$ cat config.mk
export PLATFORM = sky130hd
export DESIGN_NAME = jtframe_prog_packer
export DESIGN_NICKNAME = d
export VERILOG_FILES = /design/src/rtl/jtframe_prog_packer_pkg.sv /design/src/rtl/jtframe_prog_fifo.sv /design/src/rtl/jtframe_prog_packer.sv
export SDC_FILE = /design/constraint.sdc
export NUM_CORES = 1
export LEC_CHECK = 0
export CORE_MARGIN = 5
export CORE_UTILIZATION = 60
export DETAILED_ROUTE_END_ITERATION = 8
export GPL_TIMING_DRIVEN = 0
export PLACE_DENSITY_LB_ADDON = 0.2
export SLEW_MARGIN = 5
export SYNTH_ARGS = -nofsm -noshare
export SYNTH_HDL_FRONTEND = slang
export SYNTH_SLANG_ARGS = --single-unit
$ cat constraint.sdc
create_clock -name clk -period 6.5 [get_ports clk]
set_clock_uncertainty 0.05 [all_clocks]
set_input_delay 1.625 -clock clk [delete_from_list [all_inputs] [get_ports clk]]
set_output_delay 1.625 -clock clk [all_outputs]
set_load 0.01 [all_outputs]
$ cat src/rtl/jtframe_prog_packer_pkg.sv
// Shared constants for the ioctl-to-SDRAM programming path: byte-lane masks,
// writer states and the FIFO entry field widths ({addr, data16, mask2}).
package jtframe_prog_packer_pkg;

    localparam int DATA_BITS = 16;
    localparam int MASK_BITS = 2;

    // prog_mask is active-low per byte lane
    localparam logic [1:0] MASK_LO = 2'b10;
    localparam logic [1:0] MASK_HI = 2'b01;
    localparam logic [1:0] MASK_W  = 2'b00;

    typedef enum logic [1:0] {
        ST_IDLE = 2'd0,
        ST_REQ  = 2'd1,
        ST_GAP  = 2'd2
    } wr_state_t;

    function automatic logic [DATA_BITS-1:0] dup_byte(input logic [7:0] b);
        return {b, b};
    endfunction

endpackage

$ cat src/rtl/jtframe_prog_fifo.sv
// Small first-word-fall-through FIFO. Push and pop may coincide at any fill
// level, including full, where the pop frees the slot the push reuses.
module jtframe_prog_fifo #(
    parameter int DW = 8,
    parameter int AW = 3
) (
    input  logic          clk,
    input  logic          rst_n,
    input  logic          push,
    input  logic          pop,
    input  logic [DW-1:0] din,
    output logic [DW-1:0] dout,
    output logic [AW:0]   count,
    output logic          empty,
    output logic          full
);

    localparam int DEPTH = 1 << AW;

    logic [DW-1:0] mem [DEPTH];
    logic [AW-1:0] wr_ptr;
    logic [AW-1:0] rd_ptr;
    logic          do_push;
    logic          do_pop;

    assign empty   = (count == '0);
    assign full    = (count == (AW+1)'(DEPTH));
    assign do_pop  = pop & ~empty;
    assign do_push = push & (~full | do_pop);
    assign dout    = mem[rd_ptr];

    always_ff @(posedge clk or negedge rst_n) begin
        if (!rst_n) begin
            wr_ptr <= '0;
            rd_ptr <= '0;
            count  <= '0;
        end else begin
            if (do_push) wr_ptr <= wr_ptr + 1'b1;
            if (do_pop)  rd_ptr <= rd_ptr + 1'b1;
            count <= count + (AW+1)'(do_push) - (AW+1)'(do_pop);
        end
    end

    always_ff @(posedge clk) begin
        if (do_push) mem[wr_ptr] <= din;
    end

endmodule

$ cat src/rtl/jtframe_prog_packer.sv
// Packs the ioctl ROM byte stream into 16-bit SDRAM programming writes.
// Optional header skipping is enabled with the JTFRAME_DWNLD_HEADER_EN macro.
module jtframe_prog_packer
    import jtframe_prog_packer_pkg::*;
#(
    parameter int AW      = 22,
    parameter int FIFO_AW = 3,
    parameter int HEADER  = 0
) (
    input  logic          clk,
    input  logic          rst_n,
    input  logic          downloading,
    input  logic          ioctl_rom_wr,
    input  logic [26:0]   ioctl_addr,
    input  logic [7:0]    ioctl_dout,
    output logic          ioctl_wait,
    output logic [AW-1:0] prog_addr,
    output logic [15:0]   prog_data,
    output logic [1:0]    prog_mask,
    output logic          prog_we,
    input  logic          prog_rdy,
    output logic          dwnld_busy,
    output logic          ovf
);

    localparam int EW    = AW + DATA_BITS + MASK_BITS;
    localparam int DEPTH = 1 << FIFO_AW;
    localparam logic [FIFO_AW:0] WAIT_LVL = (FIFO_AW+1)'(DEPTH - 2);

    function automatic logic [EW-1:0] pack(input logic [AW-1:0] a,
                                           input logic [15:0] d,
                                           input logic [1:0] m);
        return {a, d, m};
    endfunction

    logic [26:0]    eff_addr;
    logic           hdr_skip;
    logic           unused_bits;

`ifdef JTFRAME_DWNLD_HEADER_EN
    assign eff_addr    = ioctl_addr - 27'(HEADER);
    assign hdr_skip    = ioctl_addr < 27'(HEADER);
    assign unused_bits = ^eff_addr[26:AW+1];
`else
    assign eff_addr    = ioctl_addr;
    assign hdr_skip    = 1'b0;
    assign unused_bits = ^{eff_addr[26:AW+1], 32'(HEADER)};
`endif

    logic [AW-1:0]  byte_word;
    logic           byte_odd;
    logic           strobe;
    logic           accept;
    logic           dl_q;
    logic           dl_rise;

    logic           hold_vld, hold_vld_n, hold_cur;
    logic [AW-1:0]  hold_addr, hold_addr_n;
    logic [7:0]     hold_lo, hold_lo_n;
    logic           pend_vld, pend_vld_n;
    logic [EW-1:0]  pend_ent, pend_ent_n;
    logic           push;
    logic [EW-1:0]  push_ent;

    logic           pop;
    logic [EW-1:0]  head;
    logic [FIFO_AW:0] fifo_count, count_nxt;
    logic           fifo_empty, fifo_full;
    logic           push_ok, pop_ok;

    wr_state_t      st, st_nxt;

    assign byte_word = eff_addr[AW:1];
    assign byte_odd  = eff_addr[0];
    assign strobe    = downloading & ioctl_rom_wr;
    assign accept    = strobe & ~fifo_full & ~hdr_skip;
    assign dl_rise   = downloading & ~dl_q;
    assign hold_cur  = hold_vld & ~dl_rise;

    // Packer: a stray odd byte that cannot push this cycle waits in pend
    always_comb begin
        hold_vld_n  = hold_cur;
        hold_addr_n = hold_addr;
        hold_lo_n   = hold_lo;
        pend_vld_n  = 1'b0;
        pend_ent_n  = pend_ent;
        push        = pend_vld;
        push_ent    = pend_ent;
        if (accept) begin
            if (hold_cur) begin
                push = 1'b1;
                if (byte_odd && byte_word == hold_addr) begin
                    push_ent   = pack(hold_addr, {ioctl_dout, hold_lo}, MASK_W);
                    hold_vld_n = 1'b0;
                end else begin
                    push_ent = pack(hold_addr, dup_byte(hold_lo), MASK_LO);
                    if (byte_odd) begin
                        hold_vld_n = 1'b0;
                        pend_vld_n = 1'b1;
                        pend_ent_n = pack(byte_word, dup_byte(ioctl_dout), MASK_HI);
                    end else begin
                        hold_addr_n = byte_word;
                        hold_lo_n   = ioctl_dout;
                    end
                end
            end else if (!byte_odd) begin
                hold_vld_n  = 1'b1;
                hold_addr_n = byte_word;
                hold_lo_n   = ioctl_dout;
            end else if (pend_vld) begin
                pend_vld_n = 1'b1;
                pend_ent_n = pack(byte_word, dup_byte(ioctl_dout), MASK_HI);
            end else begin
                push     = 1'b1;
                push_ent = pack(byte_word, dup_byte(ioctl_dout), MASK_HI);
            end
        end else if (!downloading && hold_cur && !pend_vld) begin
            push       = 1'b1;
            push_ent   = pack(hold_addr, dup_byte(hold_lo), MASK_LO);
            hold_vld_n = 1'b0;
        end
    end

    always_ff @(posedge clk or negedge rst_n) begin
        if (!rst_n) begin
            dl_q      <= 1'b0;
            hold_vld  <= 1'b0;
            hold_addr <= '0;
            hold_lo   <= '0;
            pend_vld  <= 1'b0;
            pend_ent  <= '0;
            ovf       <= 1'b0;
        end else begin
            dl_q      <= downloading;
            hold_vld  <= hold_vld_n;
            hold_addr <= hold_addr_n;
            hold_lo   <= hold_lo_n;
            pend_vld  <= pend_vld_n;
            pend_ent  <= pend_ent_n;
            if (dl_rise)
                ovf <= 1'b0;
            else if (strobe && fifo_full && !hdr_skip)
                ovf <= 1'b1;
        end
    end

    jtframe_prog_fifo #(
        .DW (EW),
        .AW (FIFO_AW)
    ) u_fifo (
        .clk   (clk),
        .rst_n (rst_n),
        .push  (push),
        .pop   (pop),
        .din   (push_ent),
        .dout  (head),
        .count (fifo_count),
        .empty (fifo_empty),
        .full  (fifo_full)
    );

    assign pop_ok    = pop & ~fifo_empty;
    assign push_ok   = push & (~fifo_full | pop_ok);
    assign count_nxt = fifo_count + (FIFO_AW+1)'(push_ok) - (FIFO_AW+1)'(pop_ok);

    // Writer FSM: head is only popped once the SDRAM acknowledges it
    always_comb begin
        st_nxt = st;
        pop    = 1'b0;
        case (st)
            ST_IDLE: if (!fifo_empty) st_nxt = ST_REQ;
            ST_REQ:  if (prog_rdy) begin
                         pop    = 1'b1;
                         st_nxt = ST_GAP;
                     end
            ST_GAP:  st_nxt = ST_IDLE;
            default: st_nxt = ST_IDLE;
        endcase
    end

    always_ff @(posedge clk or negedge rst_n) begin
        if (!rst_n) st <= ST_IDLE;
        else        st <= st_nxt;
    end

    always_ff @(posedge clk or negedge rst_n) begin
        if (!rst_n) begin
            prog_addr  <= '0;
            prog_data  <= '0;
            prog_mask  <= '0;
            prog_we    <= 1'b0;
            ioctl_wait <= 1'b0;
            dwnld_busy <= 1'b0;
        end else begin
            if (st == ST_IDLE && !fifo_empty) begin
                {prog_addr, prog_data, prog_mask} <= head;
                prog_we <= 1'b1;
            end else if (st == ST_REQ && prog_rdy) begin
                prog_we <= 1'b0;
            end
            ioctl_wait <= count_nxt >= WAIT_LVL;
            dwnld_busy <= downloading | hold_vld_n | pend_vld_n |
                          (count_nxt != '0) | (st_nxt != ST_IDLE);
        end
    end

endmodule
==> run summary <==
Outcome = completed
Period utilization = 67.9%
Global-route wire length before repair = 60700 um
Static Leak = 7.53 nW
Async S/R FF share, synth = 27.3%
TritonCTS Buffers = 45
Area contributors post-synth = edfxtp_1 (53%), dfrtp_1 (17%), mux4_2 (10%), mux2i_1 (2.8%), mux2_2 (2.4%)
Fill cells = 1904
Gates resized, CTS repair = 0
Post-synth EDFFs = 320
Synthesized instance count = 1015
GRT met1 Usage = 34.6%
Register area share after synthesis = 70.2%
Worst VDD drop = 0.000276 V
Final setup viols = 0
CP Buf/Inv Count = 4
Synth Register Bits = 440
Post-route DRC violation count = 0
Worst path arrival time = 4.60 ns
Top cell by count, worst path = buf_6
Hold_ws = 0.424 ns
Met2 Use GR = 40.7%
Yosys top cell by area = edfxtp_1
Most common cell after layout, fill and taps aside = edfxtp_1
Slew HR = 27.2%
Via count = 9639
Gr busiest metal = met2
Global route overflow = 0
Mean Syn Cell Area = 17.7 sq um
Vias in the first global route = 9914
Worst min path class = reg2reg
Placeable Area = 29600 sq um
Syn-to-layout area delta = 16.8%
Initial antenna violation count = 0
Worst path required time = 6.69 ns
Crit-path cells = clkdlybuf4s50_1 -> nand2_1 -> a2bb2oi_1 -> o21ai_1 -> nand3_1 -> nor3_2 -> buf_4 -> buf_6 -> buf_6
Met3 Usage GRT = 3.11%
Rows = 63
# Max-Cap Violations = 0
Setup CP Type = in2reg
# diodes = 0
Largest net degree at the start of global routing = 80
Post-CTS setup buffer count = 0
Root buffer cell = clkbuf_16
CP max stage delay = 0.67 ns
Clock transition at path regs = 0.05 ns
Tightest Pin Transition = 1.09 ns
Port Buf Inserts = 79
Drt wl/cell = 25.0 um
Final HPWL DP = 24500 um
Die X = 183 um
Worst Setup Start Kind = input port
# hold bufs at CTS = 0
Fraction of layout cells with a size suffix above 1 = 23.0%
Post-synth top flop = edfxtp_1
Total iterations of the first detailed-routing run = 5
Post-route ant nets = 0
Post-Layout Cell Count = 1582
Minimum clock period = 4.41 ns
CP max FO = 9
Post-layout nets = 1207
RSZ-0062 raised after global routing = no
Final Hold Vio Count = 0
Syn_nets = 1064
Pwr dens = 464 nW/um^2
Distinct cells, synth = 53
Initial core utilization = 60.6%
Most frequent cells in the layout = edfxtp_1 (320), dfrtp_1 (120), mux4_2 (80)
Clock sink count = 440
CP endpoint kind = register
GRT Overall Usage = 24.1%
Die ar. = 33500 sq um
DR iter-0 viols = 876
Max Fclk = 227 MHz
Placed cells = 1501
Later-pin clock latency in the skew report = 0.54 ns
WL final = 39600 um
Warnings from Yosys = 0
Share of the synthesized area in the top cell type = 53.5%
H-tree depth = 2
Clock Path Buffers = 3
Die Ht = 183 um
Crit-path leading delay family = buffers and inverters
CP max stage cell = nor3_2
Vias per cell = 6.09
CTS tree = done
Post-Syn Area = 18000 sq um
Final Wtd Congestion = 0.829
Max Slew Vio Count = 0
# IOs = 84
state kept, by name, indices dropped and copies added, names as in the netlist:
name           count
u_fifo.mem       320
pend_ent          31
hold_addr         22
prog_addr         22
prog_data         16
hold_lo            8
u_fifo.count       4
u_fifo.rd_ptr      3
u_fifo.wr_ptr      3
prog_mask          2
st                 2
dl_q               1
dwnld_busy         1
hold_vld           1
ioctl_wait         1
ovf                1
pend_vld           1
prog_we            1
worst paths after layout:
check / cells past startpoint / slack [ns] / startpoint / end
setup / recovery: 9 / 2.09 / downloading / u_fifo.mem[1][35]
max in group asynchronous: 2 / 4.65 / rst_n / hold_addr[15]
hold / removal: 2 / 0.42 / prog_addr[21] / prog_addr[21]
setup reg to reg: 10 / 3.11 / u_fifo.count[2] / u_fifo.mem[1][35]
hold reg to reg: 2 / 0.42 / prog_addr[21] / prog_addr[21]
min in group asynchronous: 1 / 0.96 / rst_n / prog_data[7]
cell usage after synthesis (2+ instances only):
cell / count
clkbuf_1: 33
mux2i_1: 51
a21o_1: 2
nand2_1: 55
xor2_1: 23
o21ai_0: 65
nor3_1: 3
a221o_1: 5
nor2_1: 14
or4_1: 4
ha_1: 8
nand3b_1: 2
nand2b_1: 7
inv_1: 37
nand3_1: 8
nor4_2: 6
or3_1: 7
dfrtp_1: 120
buf_6: 3
edfxtp_1: 320
o21ai_1: 6
or2_2: 2
mux2_2: 38
o31ai_1: 3
buf_2: 16
mux2_4: 28
xnor2_1: 5
and3_1: 2
a21oi_1: 11
nor4_1: 3
a22oi_1: 22
nand4_1: 2
o221a_2: 5
mux4_2: 80
worst reg2reg max path: stages, from the launching register on:
cell and delay [ns]:
dfrtp_1 0.36, inv_1 0.11, ha_1 0.17, nor3b_2 0.29, a2111oi_0 0.12, o21ai_1 0.33, nand3_1 0.37, nor3_2 0.67
buf_4 0.29, buf_6 0.17, buf_6 0.17
power by group:
group / switching (mW) / leakage (nW) / internal (mW)
clock: 1.03 / 0.698 / 1.46
sequential: 0.284 / 4.39 / 3.87
combinational: 1.70 / 2.45 / 1.38
total: 3.01 / 7.53 / 6.71
stage by stage:
step                      power (mW)  setup WS, ns  TNS [ns]  cell area, sq um  util (%)
after floorplan                 6.13         0.957         0             18000         -
after CTS                       9.79          2.13         0             21000      70.8
after global routing            10.2          1.93         0             21000      70.8
after global placement          7.13         -2.81   -557.57             19200      64.9
after detailed placement        7.29          1.58         0             19600      66.0
final                           9.73          2.09         0             21000      70.8
cell families (layout without fill, tap and decap cells):
| kind of cell | after synthesis | in the layout | synth area share [%] |
|---|---|---|---|
| flops | 440 | 440 | 70.2 |
| mux | 198 | 198 | 17.7 |
| buf+inv | 90 | 267 | 2.12 |
| fa+ha+maj | 9 | 9 | 0.669 |
| compound gates | 127 | 127 | 4.42 |
| xor+xnor | 28 | 28 | 1.36 |
| simple gates | 123 | 123 | 3.59 |
layer usage:
metal,vias to the layer above,share of wire (%),wire (um)
met5,-,0,0
met4,0,1.6,614
met3,45,4.7,1840
met2,299,51,20100
met1,5057,43,17100
li1,4238,-,-
cell type report:
class	count	area, sq um	share of cell area, %
plain buffers	53	241	1.15
clock buffers	60	1240	5.92
clock inverters	21	186	0.889
inverters	37	139	0.662
multi-input cells	485	5030	24.0
flip-flops and latches	440	12600	60.1
well taps	390	488	2.33
repair buffers	96	1040	4.96
No activity file was read; power rests on OpenSTA's default activity.
